===== src/rtl/lc3_mem_sequencer_pkg.sv =====
// lc3_mem_sequencer_pkg
//   Shared definitions for the LC-3 memory-access sequencer: opcode
//   enumeration, per-opcode memory access counts (fetch included),
//   sequencer state type and the TRAP vector base.
//   Optional feature macro used by the RTL: MEM_TIMEOUT_EN.
package lc3_mem_sequencer_pkg;

    typedef enum logic [3:0] {
        OP_BR   = 4'd0,
        OP_ADD  = 4'd1,
        OP_LD   = 4'd2,
        OP_ST   = 4'd3,
        OP_JSR  = 4'd4,
        OP_AND  = 4'd5,
        OP_LDR  = 4'd6,
        OP_STR  = 4'd7,
        OP_RTI  = 4'd8,
        OP_NOT  = 4'd9,
        OP_LDI  = 4'd10,
        OP_STI  = 4'd11,
        OP_JMP  = 4'd12,
        OP_RES  = 4'd13,
        OP_LEA  = 4'd14,
        OP_TRAP = 4'd15
    } opcode_e;

    // Total memory accesses per opcode, indexed by opcode value.
    localparam logic [1:0] OP_ACCESSES [16] = '{
        2'd1, 2'd1, 2'd2, 2'd2,   // BR  ADD LD  ST
        2'd1, 2'd1, 2'd2, 2'd2,   // JSR AND LDR STR
        2'd2, 2'd1, 2'd3, 2'd3,   // RTI NOT LDI STI
        2'd1, 2'd1, 2'd1, 2'd2    // JMP RES LEA TRAP
    };

    localparam logic [7:0] TRAP_BASE = 8'h00;

    typedef enum logic [2:0] {
        S_IDLE,
        S_FETCH,
        S_DECODE,
        S_IND,
        S_IND_GAP,
        S_DATA,
        S_DONE
    } seq_state_e;

    function automatic logic is_store(input opcode_e op);
        return op inside {OP_ST, OP_STR, OP_STI};
    endfunction

endpackage


===== src/rtl/lc3_mem_port.sv =====
// lc3_mem_port
//   Registered memory-port front end for the sequencer. An issue pulse
//   loads address/direction/data and raises mem_req; everything is held
//   until the acknowledging cycle, then mem_req, mem_we and mem_wdata drop.
//   Optional watchdog (MEM_TIMEOUT_EN) abandons a request after
//   TIMEOUT_CYCLES request cycles without an acknowledge.
// Ports:
//   clock, reset        clock, synchronous active-high reset
//   issue, issue_*      start a new access (address, write flag, data)
//   mem_ack             memory acknowledge (ignored without mem_req)
//   mem_req/we/addr/wdata  registered memory request outputs
//   ack_ok              mem_ack qualified by an outstanding request
//   expire              watchdog expiry in this cycle (0 when disabled)
//   timeout_err         registered expiry pulse (MEM_TIMEOUT_EN only)
module lc3_mem_port #(
    parameter int unsigned TIMEOUT_CYCLES = 255
) (
    input  logic        clock,
    input  logic        reset,
    input  logic        issue,
    input  logic [15:0] issue_addr,
    input  logic        issue_we,
    input  logic [15:0] issue_wdata,
    input  logic        mem_ack,
    output logic        mem_req,
    output logic        mem_we,
    output logic [15:0] mem_addr,
    output logic [15:0] mem_wdata,
    output logic        ack_ok,
    output logic        expire
`ifdef MEM_TIMEOUT_EN
    ,
    output logic        timeout_err
`endif
);

    assign ack_ok = mem_req && mem_ack;

`ifdef MEM_TIMEOUT_EN
    localparam int unsigned WD_W = $clog2(TIMEOUT_CYCLES + 1);

    logic [WD_W-1:0] wd_cnt;

    // Counter holds the number of completed un-acked request cycles, so the
    // last allowed cycle is the one where it equals TIMEOUT_CYCLES-1.
    assign expire = mem_req && !mem_ack && (wd_cnt == WD_W'(TIMEOUT_CYCLES - 1));

    always_ff @(posedge clock) begin
        if (reset) begin
            wd_cnt      <= '0;
            timeout_err <= 1'b0;
        end else begin
            timeout_err <= expire;
            if (!mem_req || mem_ack || issue || expire)
                wd_cnt <= '0;
            else
                wd_cnt <= wd_cnt + 1'b1;
        end
    end
`else
    assign expire = 1'b0;
`endif

    always_ff @(posedge clock) begin
        if (reset) begin
            mem_req   <= 1'b0;
            mem_we    <= 1'b0;
            mem_addr  <= '0;
            mem_wdata <= '0;
        end else if (issue) begin
            mem_req   <= 1'b1;
            mem_we    <= issue_we;
            mem_addr  <= issue_addr;
            mem_wdata <= issue_we ? issue_wdata : '0;
        end else if (ack_ok || expire) begin
            mem_req   <= 1'b0;
            mem_we    <= 1'b0;
            mem_wdata <= '0;
        end
    end

endmodule


===== src/rtl/lc3_mem_sequencer.sv =====
// lc3_mem_sequencer
//   Per-instruction LC-3 memory-access sequencer: fetches the instruction,
//   decodes the opcode and issues 1, 2 or 3 memory accesses in total.
//   Optional feature macro: MEM_TIMEOUT_EN (adds watchdog and timeout_err).
// Ports:
//   clock, reset           clock, synchronous active-high reset
//   start, pc              begin instruction at pc (ignored while busy)
//   ea_in, store_data      effective address / store data, sampled in DECODE
//   mem_req/we/addr/wdata  memory request (registered, held until ack)
//   mem_rdata, mem_ack     memory response
//   ir, mdr                fetched instruction, last data read
//   busy, instr_done       in-progress flag, one-cycle completion pulse
//   access_cnt             accesses completed for the current instruction
//   timeout_err            watchdog pulse (MEM_TIMEOUT_EN only)
module lc3_mem_sequencer
    import lc3_mem_sequencer_pkg::*;
#(
    parameter int unsigned TIMEOUT_CYCLES = 255
) (
    input  logic        clock,
    input  logic        reset,
    input  logic        start,
    input  logic [15:0] pc,
    input  logic [15:0] ea_in,
    input  logic [15:0] store_data,
    output logic        mem_req,
    output logic        mem_we,
    output logic [15:0] mem_addr,
    output logic [15:0] mem_wdata,
    input  logic [15:0] mem_rdata,
    input  logic        mem_ack,
    output logic [15:0] ir,
    output logic [15:0] mdr,
    output logic        busy,
    output logic        instr_done,
    output logic [1:0]  access_cnt
`ifdef MEM_TIMEOUT_EN
    ,
    output logic        timeout_err
`endif
);

    seq_state_e state, state_n;
    opcode_e    op;
    logic [15:0] ptr_q, sd_q;
    logic        issue, issue_we, ack_ok, expire;
    logic [15:0] issue_addr, issue_wdata;

    assign op = opcode_e'(ir[15:12]);

    lc3_mem_port #(
        .TIMEOUT_CYCLES(TIMEOUT_CYCLES)
    ) u_port (
        .clock       (clock),
        .reset       (reset),
        .issue       (issue),
        .issue_addr  (issue_addr),
        .issue_we    (issue_we),
        .issue_wdata (issue_wdata),
        .mem_ack     (mem_ack),
        .mem_req     (mem_req),
        .mem_we      (mem_we),
        .mem_addr    (mem_addr),
        .mem_wdata   (mem_wdata),
        .ack_ok      (ack_ok),
        .expire      (expire)
`ifdef MEM_TIMEOUT_EN
        ,
        .timeout_err (timeout_err)
`endif
    );

    // Accesses are issued on the transition into FETCH/IND/DATA so the
    // registered mem_req is already high in the first cycle of the state.
    always_comb begin
        state_n     = state;
        issue       = 1'b0;
        issue_addr  = '0;
        issue_we    = 1'b0;
        issue_wdata = '0;
        case (state)
            S_IDLE: begin
                if (start) begin
                    state_n    = S_FETCH;
                    issue      = 1'b1;
                    issue_addr = pc;
                end
            end
            S_FETCH: begin
                if (ack_ok) state_n = S_DECODE;
            end
            S_DECODE: begin
                case (OP_ACCESSES[ir[15:12]])
                    2'd2: begin
                        state_n     = S_DATA;
                        issue       = 1'b1;
                        issue_addr  = (op == OP_TRAP) ? {TRAP_BASE, ir[7:0]} : ea_in;
                        issue_we    = is_store(op);
                        issue_wdata = store_data;
                    end
                    2'd3: begin
                        state_n    = S_IND;
                        issue      = 1'b1;
                        issue_addr = ea_in;
                    end
                    default: state_n = S_DONE;
                endcase
            end
            S_IND: begin
                if (ack_ok) state_n = S_IND_GAP;
            end
            S_IND_GAP: begin
                state_n     = S_DATA;
                issue       = 1'b1;
                issue_addr  = ptr_q;
                issue_we    = is_store(op);
                issue_wdata = sd_q;
            end
            S_DATA: begin
                if (ack_ok) state_n = S_DONE;
            end
            S_DONE: state_n = S_IDLE;
            default: state_n = S_IDLE;
        endcase
        // Watchdog expiry abandons the instruction without passing DONE.
        if (expire) begin
            state_n = S_IDLE;
            issue   = 1'b0;
        end
    end

    always_ff @(posedge clock) begin
        if (reset) begin
            state      <= S_IDLE;
            ir         <= '0;
            mdr        <= '0;
            busy       <= 1'b0;
            instr_done <= 1'b0;
            access_cnt <= '0;
            ptr_q      <= '0;
            sd_q       <= '0;
        end else begin
            state      <= state_n;
            busy       <= (state_n != S_IDLE);
            instr_done <= (state_n == S_DONE);
            if (state == S_IDLE && start)
                access_cnt <= '0;
            else if (ack_ok)
                access_cnt <= access_cnt + 2'd1;
            if (state == S_FETCH && ack_ok)
                ir <= mem_rdata;
            if (state == S_DECODE)
                sd_q <= store_data;
            if (state == S_IND && ack_ok)
                ptr_q <= mem_rdata;
            if (state == S_DATA && ack_ok && !mem_we)
                mdr <= mem_rdata;
        end
    end

endmodule


===== config.mk =====
export PLATFORM = sky130hd
export DESIGN_NAME = lc3_mem_sequencer
export DESIGN_NICKNAME = d
export VERILOG_FILES = /design/src/rtl/lc3_mem_sequencer_pkg.sv /design/src/rtl/lc3_mem_port.sv /design/src/rtl/lc3_mem_sequencer.sv
export SDC_FILE = /design/constraint.sdc
export NUM_CORES = 1
export LEC_CHECK = 0
export CAP_MARGIN = 0
export CORE_ASPECT_RATIO = 0.9
export CORE_MARGIN = 4
export CORE_UTILIZATION = 51
export CTS_BUF_LIST = sky130_fd_sc_hd__clkbuf_8
export DETAILED_ROUTE_END_ITERATION = 12
export PLACE_DENSITY = 0.95
export SETUP_SLACK_MARGIN = 0.05
export SLEW_MARGIN = 20
export SYNTH_ARGS = -nofsm -noshare
export SYNTH_HDL_FRONTEND = slang
export SYNTH_SLANG_ARGS = --single-unit

===== constraint.sdc =====
create_clock -name clock -period 2.9 [get_ports clock]
set_input_delay 0.58 -clock clock [delete_from_list [all_inputs] [get_ports clock]]
set_output_delay 0.58 -clock clock [all_outputs]
set_load 0.01 [all_outputs]

==> impl_results.md, run 1 <==
* Status: complete, no violations
* Syn_nets at 554
* HPWL Detailed at 9.51 mm
* # resized after CTS at 0
* Sequential area share after synthesis at 49.7%
* Clock Skew at 0.0107 ns
* Clk root buf: clkbuf_8
* Post-synthesis register bit count at 105
* EDFF count, synth at 0
* Synth Area per Inst at 8.71 µm²
* Count of pins over their slew limit at 0
* Synth unique cells at 48
* Worst EP required at 3.13 ns
* Max_cap viols at 0
* Vias per cell at 5.96
* Detailed-route DRC error count at 0
* Drt total wl at 13.0 mm
* Unrepaired setup endpoints after global routing: no
* Rel. slew slack at 40.5%
* Wirelength per Cell at 18.2 µm
* # H-tree levels at 3
* CTS tree: yes
* Synthesized area at 0.00423 mm²
* First-pass GRT wire length at 20.6 mm
* Hold Crit Class: reg -> reg
* Top Ports at 138
* Vias at 4,241
* Layout overhead on the synthesized area at 37.6%
* Async SR Flop Fraction at 0%
* Pin count of the biggest net entering global routing at 60
* Minimum clock period at 2.24 ns
* Leak at 1.91 nW
* Synth top area cells: dfxtp_1, nand2_1, a21oi_1, a32oi_1, o2bb2ai_1
* TritonCTS Buffers at 9
* Core outline area at 0.00807 mm²
* Largest fanout on the critical path at 16
* GRT overflow at 0
* Fmax at 447 MHz
* Dominant cell type by area after synthesis: dfxtp_1
* Power Density at 468 mW/mm²
* Final core utilization at 72.2%
* Number of buffers on the longest clock path at 2
* Ys Warns at 0
* # Post-CTS Setup Buffers at 0
* Final Hold Violating Endpoints at 0
* Starting DRT DRC Count at 293
* Clk sink count at 105
* Post-synth top area share at 49.7%
* Die height at 94.4 µm
* Synth Instances at 486
* Number of global-route vias before repair at 4,218
* Die W at 104 µm
* Die area at 0.00982 mm²
* WP data arrival at 2.47 ns
* Final setup violating endpoints at 0
* Peak VDD IR at 0.384 mV
* Clk_lat worst skew at 0.36 ns
* CTS Hold Buffers Added at 0
* Min Hold Slack at 0.462 ns
* Port Buf Inserts at 137
* Share of layout cells above drive strength 1 at 6.54%
* Clock transition at path regs at 0.10 ns
* Critical path endpoint category: register
* Top FF cell, synth: dfxtp_1
* GRT Overall Usage at 25.8%
* Initial Util at 52.5%
* Ant. Diodes at 0
* Startpoint types: input pin
* Routability congestion estimate at 0.878
* FP Rows at 31
* Setup Total Neg Slack at 0 ns
* WS Path Type: in -> reg
* Least-Margin Pin Slew at 0.891 ns
* Final worst path period share at 77.2%
* Initial antenna violation count at 0
* DR pass1 iterations at 6
* Total power at 2.73 mW
* DRT antenna net count at 0
* Nets at 675
-- worst max-delay path, stage by stage --
cell	delay, ns
clkdlybuf4s50_1	0.64
nand3_1	0.29
or3_1	0.67
nand2_1	0.20
a21oi_1	0.09
-- per-stage QoR --
step           worst slack (ns)  cell area, µm²  std cells
2_1_floorplan              1.21            4230        486
3_3_place_gp              0.475            5630        695
3_5_place_dp              0.406            5630        695
4_1_cts                   0.693            5820        711
5_1_grt                   0.513            5820        711
6_report                  0.663            5820        711
-- state kept, by name, summed over array words and instances, names as in the netlist --
register,count
ir,16
mdr,16
ptr_q,16
sd_q,16
u_port.mem_addr,16
u_port.mem_wdata,16
state,3
access_cnt,2
busy,1
instr_done,1
u_port.mem_req,1
u_port.mem_we,1
-- where the power goes --
group | total (mW) | leakage (nW) | internal (mW) | switching [mW]
sequential | 1.51 | 0.849 | 1.47 | 0.0332
clock | 0.898 | 0.105 | 0.401 | 0.497
combinational | 0.322 | 0.958 | 0.172 | 0.150
total | 2.73 | 1.91 | 2.05 | 0.680
-- synthesized netlist by cell type, types with 2 or more instances --
master	n
a21o_1	2
a21oi_1	75
a221o_1	8
a222oi_1	8
a22o_1	8
a22oi_1	8
a32oi_1	16
and2_1	2
and3_1	2
buf_2	8
buf_4	3
buf_6	2
clkbuf_1	23
dfxtp_1	105
nand2_1	134
nand2b_1	3
nand3_1	11
nand3b_1	3
nor2_1	12
nor3_1	3
nor3_2	3
nor3b_2	2
o21a_1	2
o2bb2ai_1	16
or3_1	3
xor2_1	2
-- layout make-up --
type | count | area [µm²]
Clock buffer | 9 | 124
Clock inverter | 7 | 70.1
Timing Repair Buffer | 147 | 1440
Fill cell | 594 | 2240
Multi-Input combinational cell | 343 | 1960
Sequential cell | 105 | 2100
Inverter | 1 | 3.75
Tap cell | 99 | 124
-- layer usage --
| metal | wire length [µm] | part of all wire [%] | track usage, % | vias up |
|---|---|---|---|---|
| met3 | 999 | 7.7 | 6.90 | 37 |
| met4 | 401 | 3.1 | 11.0 | 0 |
| met1 | 5250 | 40 | 30.8 | 1978 |
| li1 | - | - | - | 1992 |
| met2 | 6310 | 49 | 44.3 | 234 |
| met5 | 0 | 0 | 0 | - |
-- path summary, 6_finish.rpt --
| kind | to | startpoint | cells after the start | slack, ns |
|---|---|---|---|---|
| setup / recovery | ir[13] | mem_ack | 5 | 0.66 |
| hold / removal | sd_q[11] | sd_q[11] | 2 | 0.46 |
| setup reg to reg | u_port.mem_addr[11] | state[2] | 4 | 0.67 |
| hold reg to reg | sd_q[11] | sd_q[11] | 2 | 0.46 |
-- cells by family (layout without fill, tap and decap cells) --
group	count (synthesis)	count (layout)	share of synthesized area, %
buffers and inverters	38	164	4.23
xor gates and xnor gates	3	3	0.621
AOI/OAI and AO/OA	155	155	26.1
and+or+nand+nor	185	185	19.4
DFF	105	105	49.7
-- cells in the final DEF (no fill, tap or decap), types with 8 or more instances in the layout --
cell	n
a21oi_1	75
nand3_1	11
buf_4	10
clkdlybuf4s50_1	136
dfxtp_1	105
a22oi_1	8
nand2_1	134
a221o_1	8
a22o_1	8
clkbuf_8	9
a222oi_1	8
nor2_1	12
o2bb2ai_1	16
a32oi_1	16
Note: power is estimated with default switching activity, not from simulation.
==> run 2: changes to the inputs <==
CORE_UTILIZATION = 48   (was 51)
PLACE_DENSITY = 0.94   (was 0.95)
clock period = 2.3 ns   (was 2.9 ns; I/O delays follow)
==> impl_results.md, run 2 (same netlist as run 1, synthesis figures left out) <==
* Top Ports at 138
* Unrepaired setup endpoints after global routing: no
* Detailed-route DRC error count at 0
* Startpoint types: input pin
* Hold Crit Class: reg -> reg
* CTS tree: yes
* Final Hold Violating Endpoints at 0
* Max_cap viols at 0
* Worst path slowest cell: clkdlybuf4s50_1
* CTS Hold Buffers Added at 0
* Ant. Diodes at 0
* Clock Skew at 0.0134 ns
* Routability congestion estimate at 0.844
* Fmax at 486 MHz
* Nets at 679
* WP data arrival at 2.35 ns
* Core outline area at 0.00857 mm²
* Power Density at 612 mW/mm²
* GRT Overall Usage at 24.3%
* Initial antenna violation count at 0
* Worst EP required at 2.59 ns
* CP peak stage delay at 0.51 ns
* Die W at 107 µm
* Clk sink count at 105
* Number of global-route vias before repair at 4,095
* Drt total wl at 12.9 mm
* Status: complete, no violations
* Commonest non-fill, non-tap cells in the layout: clkdlybuf4s50_1, nand2_1, dfxtp_1, a21oi_1
* Vias at 4,228
* Minimum clock period at 2.06 ns
* Multi-input gate area at 0.00196 mm²
* First-pass GRT wire length at 20.6 mm
* Setup WS post-layout at 0.243 ns
* Sequential cell area at 0.00210 mm²
* Cell depth of the worst flop-to-flop path at 3
* Critical path, cell by cell: clkdlybuf4s50_1 -> nor2b_1 -> and2_1 -> a222oi_1 -> a21oi_1
* Most common cell after layout, fill and taps aside: clkdlybuf4s50_1
* Largest fanout on the critical path at 10
* Count of pins over their slew limit at 0
* WHS Path Cells at 2
* Worst slack, placed at -0.0701 ns
* TritonCTS Buffers at 9
* # H-tree levels at 3
* Number of buffers on the longest clock path at 2
* Rel. slew slack at 35.9%
* Final setup violating endpoints at 0
* Vias per cell at 5.75
* Die area at 0.0104 mm²
* DR pass1 iterations at 5
* Layout overhead on the synthesized area at 39.8%
* FP Rows at 32
* Critical path endpoint category: register
* Die height at 97.1 µm
* Final worst path period share at 89.4%
* WS Path Type: in -> reg
* GRT overflow at 0
* Share of layout cells above drive strength 1 at 7.31%
* # Post-CTS Setup Buffers at 0
* Clk_lat worst skew at 0.37 ns
* Initial Util at 49.4%
* Clk root buf: clkbuf_8
* Pin count of the biggest net entering global routing at 57
* Min Hold Slack at 0.463 ns
* Least-Margin Pin Slew at 0.961 ns
* Wirelength per Cell at 17.5 µm
* Port Buf Inserts at 137
* Clock transition at path regs at 0.10 ns
* Fillcell total at 667
* Starting DRT DRC Count at 347
* Peak VDD IR at 0.440 mV
* DRT antenna net count at 0
* HPWL Detailed at 9.21 mm
* Leak at 1.95 nW
* # resized after CTS at 0
[run 2: cell types whose count changed in the layout (fill, tap and decap cells not counted), sizes merged]
cell,delta
bufinv,+1
inv,-1
clkbuf,+1
clkinv,-1
buf,+4
[run 2: final cells by class]
class / instances / area share (%)
Multi-Input combinational cell: 343 / 33.1
Clock buffer: 10 / 2.33
Inverter: 1 / 0.0634
Sequential cell: 105 / 35.5
Timing Repair Buffer: 151 / 24.9
Clock inverter: 6 / 1.65
Tap cell: 119 / 2.52
[run 2: per-layer routing]
| metal | track usage [%] | up-vias | part of all wire (%) |
|---|---|---|---|
| met5 | 0 | - | 0 |
| met4 | 8.26 | 0 | 2.4 |
| met3 | 7.57 | 27 | 7.1 |
| met2 | 39.1 | 174 | 49 |
| met1 | 30.8 | 2037 | 42 |
| li1 | - | 1990 | - |
[run 2: path summary, 6_finish.rpt]
path                 start                   to  slack (ns)
setup / recovery     start  u_port.mem_addr[11]        0.24
hold / removal     sd_q[5]              sd_q[5]        0.46
setup reg to reg  state[2]  u_port.mem_addr[11]        0.30
hold reg to reg    sd_q[5]              sd_q[5]        0.46
[run 2: through the flow]
stage / TNS (ns) / power, mW / std cells / utilization [%] / cell area [µm²]
floorplan: 0 / 2.10 / 486 / - / 4230
global placement: 0 / 2.33 / 719 / 66.3 / 5680
detailed placement: -0.425 / 2.34 / 719 / 66.3 / 5680
CTS: 0 / 3.62 / 735 / 69.1 / 5920
global route: 0 / 3.74 / 735 / 69.1 / 5920
finish: 0 / 3.62 / 735 / 69.1 / 5920
[run 2: worst max-delay path, delay by kind of cell]
kind | cells | cell delay, ns
compound gates | 2 | 0.39
buf+inv | 1 | 0.51
simple gates | 2 | 0.98
[run 2: power by group]
group	total, mW	switching, mW	internal [mW]
sequential	1.89	0.0372	1.86
combinational	0.412	0.192	0.220
clock	1.31	0.655	0.659
==> run 3: changes to the inputs <==
GPL_TIMING_DRIVEN = 0   (was default)
SKIP_CTS_REPAIR_TIMING = 1   (was default)
clock period = 2.25 ns   (was 2.3 ns; I/O delays follow)
==> impl_results.md, run 3 (same netlist as run 1, synthesis figures left out) <==
* Most used routing layer: met2
* Minimum clock period at 2.07 ns
* Power Density at 585 mW/mm²
* Core outline area at 0.00857 mm²
* Worst r2r dst: u_port.mem_addr[14]
* Final Hold Violating Endpoints at 0
* Commonest non-fill, non-tap cells in the layout: clkdlybuf4s50_1, nand2_1, dfxtp_1, a21oi_1, clkbuf_1
* Total power at 3.47 mW
* Initial antenna violation count at 0
* Worst EP required at 2.49 ns
* Multi-input gate area at 0.00195 mm²
* HPWL Detailed at 10.1 mm
* Pin count of the biggest net entering global routing at 18
* Worst setup endpoint: ir[12]
* R2R Path Start: state[2]
* Number of buffers on the longest clock path at 2
* Vias per cell at 5.87
* Unrepaired setup endpoints after global routing: yes
* Die height at 97.1 µm
* Clk sink count at 105
* Final Cell Area at 0.00593 mm²
* Met1 usage at 31.5%
* Rel. slew slack at 50.5%
* Met2 GRT Util at 41.8%
* Ant. Diodes at 0
* R2r setup slk at 0.29 ns
* Share of layout cells above drive strength 1 at 6.74%
* GRT overflow at 0
* WS Path Type: in -> reg
* Critical path endpoint category: register
* First-pass GRT wire length at 21.2 mm
* # H-tree levels at 3
* Leak at 1.94 nW
* Die W at 107 µm
* Startpoint types: input pin
* Most common cell after layout, fill and taps aside: clkdlybuf4s50_1
* Peak VDD IR at 0.368 mV
* Vias at 4,447
* Max_cap viols at 0
* Drt total wl at 13.4 mm
* Fmax at 484 MHz
* Wirelength per Cell at 17.7 µm
* Starting DRT DRC Count at 398
* Clock Skew at 0.0113 ns
* Port Buf Inserts at 137
* Sequential cell area at 0.00210 mm²
* CTS tree: yes
* Origin of the worst setup path: mem_ack
* DRT antenna net count at 0
* Count of pins over their slew limit at 0
* Placed insts at 742
* DR pass1 iterations at 6
* Met3 usage in global routing at 7.24%
* Fillcell total at 654
* TritonCTS Buffers at 9
* Cell depth of the worst flop-to-flop path at 6
* Die area at 0.0104 mm²
* Number of global-route vias before repair at 4,197
* Hold Crit Class: reg -> reg
* FP Rows at 32
* Status: complete, no violations
* Final worst path period share at 91.9%
* Final setup violating endpoints at 0
* Detailed-route DRC error count at 0
* WP data arrival at 2.30 ns
* Placed cell area at 0.00575 mm²
* GRT Overall Usage at 25.2%
* Clk_lat worst skew at 0.37 ns
* Largest fanout on the critical path at 10
* Nets at 701
* Clk root buf: clkbuf_8
* Top Ports at 138
* Layout overhead on the synthesized area at 40.1%
* Clock transition at path regs at 0.10 ns
* Routability congestion estimate at 0.904
* Initial Util at 49.4%
* Non-Filler Instances at 757
* Least-Margin Pin Slew at 0.738 ns
[run 3: changes by cell type in the layout (fill, tap and decap cells not counted), moves of 2 or more]
cell        previous run  this run
buf_2                  1         8
buf_4                 14         3
buf_6                  0         2
bufinv_16              2         0
clkbuf_1               0        21
clkinvlp_4             0         2
[run 3: worst min path at each step]
stage	cells past startpoint	from	endpoint
detailed placement	1	u_port.mem_wdata[0]	u_port.mem_wdata[0]
global placement	2	sd_q[3]	sd_q[3]
CTS	2	mdr[11]	mdr[11]
floorplan	2	ptr_q[10]	ptr_q[10]
global route	2	mdr[11]	mdr[11]
finish	2	sd_q[3]	sd_q[3]
[run 3: cell type report]
type,instances,area share [%]
Sequential cell,105,35.4
Multi-Input combinational cell,343,32.9
Timing Repair Buffer,137,23.1
Buffer,36,2.91
Tap cell,119,2.51
Clock buffer,10,2.32
Clock inverter,6,0.738
Inverter,1,0.0633
[run 3: where the power goes]
part | internal (mW) | switching (mW)
sequential | 1.90 | 0.0306
clock | 0.437 | 0.659
combinational | 0.230 | 0.215
[run 3: routing by layer]
metal	wire length [µm]	part of all wire (%)	up-vias
met3	1380	10	38
met1	5210	39	2083
met4	357	2.7	0
li1	-	-	2044
met5	0	0	-
met2	6490	48	282
[run 3: through the flow]
| step | setup slack [ns] | TNS, ns | util, % | hold WS (ns) |
|---|---|---|---|---|
| finish | 0.183 | 0 | 69.2 | 0.461 |
| global route | 0.0464 | 0 | 69.2 | 0.478 |
| CTS | 0.0332 | 0 | 69.3 | 0.464 |
| detailed placement | -0.339 | -15.50 | 67.1 | 0.450 |
| global placement | -0.210 | -9.11 | 67.1 | 0.442 |
| floorplan | 0.633 | 0 | - | 0.436 |
[run 3: worst max-delay path, stage by stage]
cell and delay [ns]:
clkdlybuf4s50_1 0.61, nand3_1 0.26, or3_1 0.37, clkbuf_1 0.20
buf_2 0.24, nand2_1 0.09, a21oi_1 0.07
